--- src/rtl/fetch.sv ---
// fetch: instruction-fetch stage of the five-stage MIPS pipeline.
//
// Holds the PC, issues word reads to instruction memory over a valid/data_ok
// handshake and presents {instruction, pc_plus_4} to decode. A one-entry skid
// buffer absorbs the read that completes while decode stalls, and a DISCARD
// state drops a read that was in flight when a branch redirect arrived.
//
// Ports:
//   clk            pipeline clock
//   reset          asynchronous, active-high reset
//   ireq_valid     read request to instruction memory
//   ireq_addr      read address (word aligned)
//   iresp_data_ok  read data valid; completes the outstanding request
//   iresp_data     instruction word, valid with iresp_data_ok
//   stall          decode cannot accept this cycle
//   redirect_valid taken-branch pulse from execute
//   redirect_pc    branch target (bits [1:0] ignored)
//   f_d_reg        {instruction, pc_plus_4} to decode
//   f_d_valid      f_d_reg holds a real instruction

typedef struct packed {
    logic [31:0] instruction;
    logic [31:0] pc_plus_4;
} f_d_reg_t;

module fetch #(
    parameter logic [31:0] PC_RESET = 32'hBFC0_0000
) (
    input  logic        clk,
    input  logic        reset,
    output logic        ireq_valid,
    output logic [31:0] ireq_addr,
    input  logic        iresp_data_ok,
    input  logic [31:0] iresp_data,
    input  logic        stall,
    input  logic        redirect_valid,
    input  logic [31:0] redirect_pc,
    output f_d_reg_t    f_d_reg,
    output logic        f_d_valid
);

    typedef enum logic [1:0] {StFetch, StHold, StDiscard} state_e;

    state_e      state_q, state_d;
    logic [31:0] pc_q, pc_d;
    logic [31:0] stale_q, stale_d;
    logic        out_valid_q, out_valid_d;
    logic [31:0] out_instr_q, out_instr_d;
    logic [31:0] out_pc4_q, out_pc4_d;
    logic        skid_valid_q, skid_valid_d;
    logic [31:0] skid_instr_q, skid_instr_d;
    logic [31:0] skid_pc4_q, skid_pc4_d;

    logic        req_pending;
    logic        consume;
    logic [31:0] pc_plus;
    logic        unused_redirect_lsbs;

    assign unused_redirect_lsbs = ^redirect_pc[1:0];

    assign req_pending = (state_q != StHold);
    assign consume     = out_valid_q && !stall;
    assign pc_plus     = pc_q + 32'd4;

    // Request is masked during reset so the memory never sees a read then.
    assign ireq_valid = req_pending && !reset;
    assign ireq_addr  = (state_q == StDiscard) ? stale_q : pc_q;

    assign f_d_valid           = out_valid_q;
    assign f_d_reg.instruction = out_valid_q ? out_instr_q : 32'h0;
    assign f_d_reg.pc_plus_4   = out_pc4_q;

    always_comb begin
        state_d      = state_q;
        pc_d         = pc_q;
        stale_d      = stale_q;
        out_valid_d  = out_valid_q;
        out_instr_d  = out_instr_q;
        out_pc4_d    = out_pc4_q;
        skid_valid_d = skid_valid_q;
        skid_instr_d = skid_instr_q;
        skid_pc4_d   = skid_pc4_q;

        if (consume) begin
            out_valid_d = 1'b0;
        end

        if (redirect_valid) begin
            out_valid_d  = 1'b0;
            skid_valid_d = 1'b0;
            pc_d         = {redirect_pc[31:2], 2'b00};
            if (req_pending && !iresp_data_ok) begin
                state_d = StDiscard;
                // A second redirect while discarding must keep the address the
                // memory is still working on.
                if (state_q == StFetch) begin
                    stale_d = pc_q;
                end
            end else begin
                state_d = StFetch;
            end
        end else begin
            unique case (state_q)
                StFetch: begin
                    if (iresp_data_ok) begin
                        pc_d = pc_plus;
                        if (!out_valid_q || consume) begin
                            out_valid_d = 1'b1;
                            out_instr_d = iresp_data;
                            out_pc4_d   = pc_plus;
                        end else begin
                            skid_valid_d = 1'b1;
                            skid_instr_d = iresp_data;
                            skid_pc4_d   = pc_plus;
                            state_d      = StHold;
                        end
                    end
                end
                StHold: begin
                    if (!stall) begin
                        out_valid_d  = 1'b1;
                        out_instr_d  = skid_instr_q;
                        out_pc4_d    = skid_pc4_q;
                        skid_valid_d = 1'b0;
                        state_d      = StFetch;
                    end
                end
                StDiscard: begin
                    if (iresp_data_ok) begin
                        state_d = StFetch;
                    end
                end
                default: state_d = StFetch;
            endcase
        end
    end

    always_ff @(posedge clk or posedge reset) begin
        if (reset) begin
            state_q      <= StFetch;
            pc_q         <= PC_RESET;
            stale_q      <= 32'h0;
            out_valid_q  <= 1'b0;
            out_instr_q  <= 32'h0;
            out_pc4_q    <= 32'h0;
            skid_valid_q <= 1'b0;
            skid_instr_q <= 32'h0;
            skid_pc4_q   <= 32'h0;
        end else begin
            state_q      <= state_d;
            pc_q         <= pc_d;
            stale_q      <= stale_d;
            out_valid_q  <= out_valid_d;
            out_instr_q  <= out_instr_d;
            out_pc4_q    <= out_pc4_d;
            skid_valid_q <= skid_valid_d;
            skid_instr_q <= skid_instr_d;
            skid_pc4_q   <= skid_pc4_d;
        end
    end

endmodule

--- config.mk ---
export PLATFORM = sky130hd
export DESIGN_NAME = fetch
export DESIGN_NICKNAME = d
export VERILOG_FILES = /design/src/rtl/fetch.sv
export SDC_FILE = /design/constraint.sdc
export NUM_CORES = 1
export LEC_CHECK = 0
export BUFFER_PORTS_ARGS = -buffer_cell sky130_fd_sc_hd__buf_4
export CORE_UTILIZATION = 54
export CTS_CLUSTER_SIZE = 25
export DETAILED_ROUTE_END_ITERATION = 12
export GPL_TIMING_DRIVEN = 0
export HOLD_SLACK_MARGIN = 0.03
export PLACE_DENSITY = 0.78
export SLEW_MARGIN = 30
export SYNTH_ARGS = -nofsm -noshare
export SYNTH_HDL_FRONTEND = slang
export SYNTH_SLANG_ARGS = --single-unit
--- constraint.sdc ---
create_clock -name clk -period 11.7 [get_ports clk]
set_clock_uncertainty 0.1 [all_clocks]
set_input_delay 2.34 -clock clk [delete_from_list [all_inputs] [get_ports clk]]
set_output_delay 2.34 -clock clk [all_outputs]
set_load 0.05 [all_outputs]
==> metrics.txt <==
outcome=complete, no violations; Residual DRC=0; synthesized area=9200 sq um; Startpoint Class=input pin; Worst EP required=9.26 ns; die width=~130 um; Antenna diodes=0; Design Area, Final=11400 sq um; post-route setup TNS=0 ns; Num Clock Sinks=around 190; # IOs=167; Warnings, synthesis=0; Post-DRT Antenna Nets=0; reg2reg setup slack=9.06 ns; post-cts hold buffer count=0; first-pass GRT wire length=roughly 38000 um; fmax=191 MHz; PwrDens=180 nW/um^2; Crit Path Class=in2out; Max Cap Viol=0; Synth Flop Type=dfrtp_1; Final period util=0.448; via count=7722; Distinct cells, synth=48; die height=133 um; mean post-synth cell area=9.21 sq um; Fin. Hold Viols=0; final worst slack=6.46 ns; total power=~2000 uW; RSZ-0062 raised after global routing=no; root buf cell=clkbuf_16; Port Buffers=160; Starting Density=0.555; clk slew on worst S/H paths=0.06 ns; CORE AREA=roughly 17000 sq um; asr flop ratio synth=1.00; post_cts resized=0; total congestion overflow=0; H-tree Lvls=4; Final setup violation count=0; share of cells above drive strength 1=0.253; dpl hpwl=16700 um; number of flops mapped to enable cells by yosys=0; placed cell area=10700 sq um; GP Congestion=0.852; min Tclk post-route=roughly 5.2 ns; GRT Total Usage=0.277; Gate Count Post-Synth=999; CP cell instances=buf_4, nor2_1, buf_4; WP data arrival=2.80 ns; CP Capture Type=output pin; initial antenna violation count=0; Most Frequent Cell on Critical Path=buf_4; share of the synthesized area in the top cell type=0.484; slowest CP cell=buf_4; drt wl/cell=16.4 um; final cell count without fillers=approximately 1400; Cell Count Post-Placement=1384; worst slew pin tran=0.778 ns; area leader, netlist=dfrtp_1; pin count of the biggest net entering global routing=91; drt initial violations=519; most frequent cells in the layout=246 x nand2_1, 178 x dfrtp_1, 165 x buf_4, 65 x o21ai_0, 63 x nor2_1; max_slew headroom=0.478; Skew-Pair Late Insertion Delay=0.45 ns; min-delay worst type=reg2reg; final wirelength=roughly 23000 um; CP peak stage delay=0.21 ns; commonest non-fill, non-tap cell in the layout=nand2_1; Rows=47; peak supply drop=~120 uV; Seq/Total Area, Yosys=0.510; Post-CTS Setup Inserts=0; DRT Pass-1 Iters=5; vias in the first global route=between 7000 and 8000; Via density=5.45; Max Fanout on Critical Path=2; clock buffer depth=2; number of synthesized register bits=187; CTS tree=yes; TritonCTS buffer count=17; P_leak=0.00517 uW; dominant cells by area after synthesis=dfrtp_1 48%, nand2_1 10%, mux2_2 7.1%; die area=~18000 sq um; Place WS=6.45 ns; Final Slew Violations=0; Nets=around 1300; Area Overhead vs Synth=23.5%
[critical path, delay by kind of cell]
family,cells,cell delay (ns)
and+or+nand+nor,1,0.11
buffers and inverters,2,0.35
[cell usage after synthesis (2+ instances only)]
master and instances:
o21ai_0 65, clkbuf_1 58, nor3_1 14, a31oi_1 36, a21oi_1 28, nor4_2 2, o22ai_1 8, nor4_1 5
nor2_1 63, or3_1 7, nor2b_1 2, nand2_1 246, buf_4 5, nand4_1 12, and4_1 5, xor2_1 13
buf_1 5, o211ai_1 4, and3_1 10, mux2_2 58, and2_1 35, nand2b_1 2, nor3_2 7, inv_1 4
o21ai_1 15, a21o_1 7, nand3_1 20, xnor2_1 41, dfstp_2 9, dfrtp_1 178, buf_2 18
[state kept, by name, indices dropped and copies added, names as in the netlist]
signal / count
f_d_valid: 1
stale_q: 30
state_q: 2
out_instr_q: 32
out_pc4_q: 30
skid_pc4_q: 30
pc_q: 30
skid_instr_q: 32
[through the flow]
stage                     hold WS (ns)   util
after detailed placement         0.362  0.648
final                            0.376  0.685
after floorplan                  0.342      -
after global placement           0.354  0.644
after global routing             0.396  0.685
after CTS                        0.377  0.685
[power breakdown]
group	total (uW)	switching, uW	leakage (uW)	internal (uW)
clock network	606	266	0.000290	340
logic	571	369	0.00261	202
registers	862	75.7	0.00228	787
total	2040	710	0.00517	1330
[cells by family (layout without fill, tap and decap cells)]
family,count (synthesis),after routing,synth area share
multiplexers,59,59,0.0721
flip-flops,187,187,0.510
AO/OA/AOI/OAI,167,167,0.101
adder cells (fa/ha/maj),1,1,0.00136
XOR/XNOR,54,54,0.0514
other,1,4,0.000408
AND/OR/NAND/NOR,438,438,0.219
buffers and inverters,92,286,0.0441
[layer usage]
| layer | part of all wire | routed length (um) | track usage |
|---|---|---|---|
| met1 | 0.45 | 10500 | 0.385 |
| met2 | 0.46 | 10800 | 0.439 |
| met3 | 0.068 | 1590 | 0.0544 |
| met4 | 0.017 | 397 | 0.0932 |
| met5 | 0 | 0 | 0 |
[worst paths after layout]
kind,depth (start not counted),end,from
worst max-delay path,3,ireq_valid,reset
worst min-delay path,2,skid_pc4_q[9],skid_pc4_q[9]
worst max register to register,6,out_instr_q[3],f_d_valid
worst min register to register,2,skid_pc4_q[9],skid_pc4_q[9]
max in group asynchronous,4,pc_q[31],reset
min in group asynchronous,2,out_instr_q[15],reset
[area by class of cell]
cell class                      instances  area, sq um
Buffer                                 88          390
Sequential cell                       187         4690
Inverter                                4         22.5
Fill cell                            1385         5220
Clock inverter                         15          188
Tap cell                              220          275
Clock buffer                           17          425
Multi-Input combinational cell        723         4110
Timing Repair Buffer                  162         1260
No activity file was read; power rests on OpenSTA's default activity.
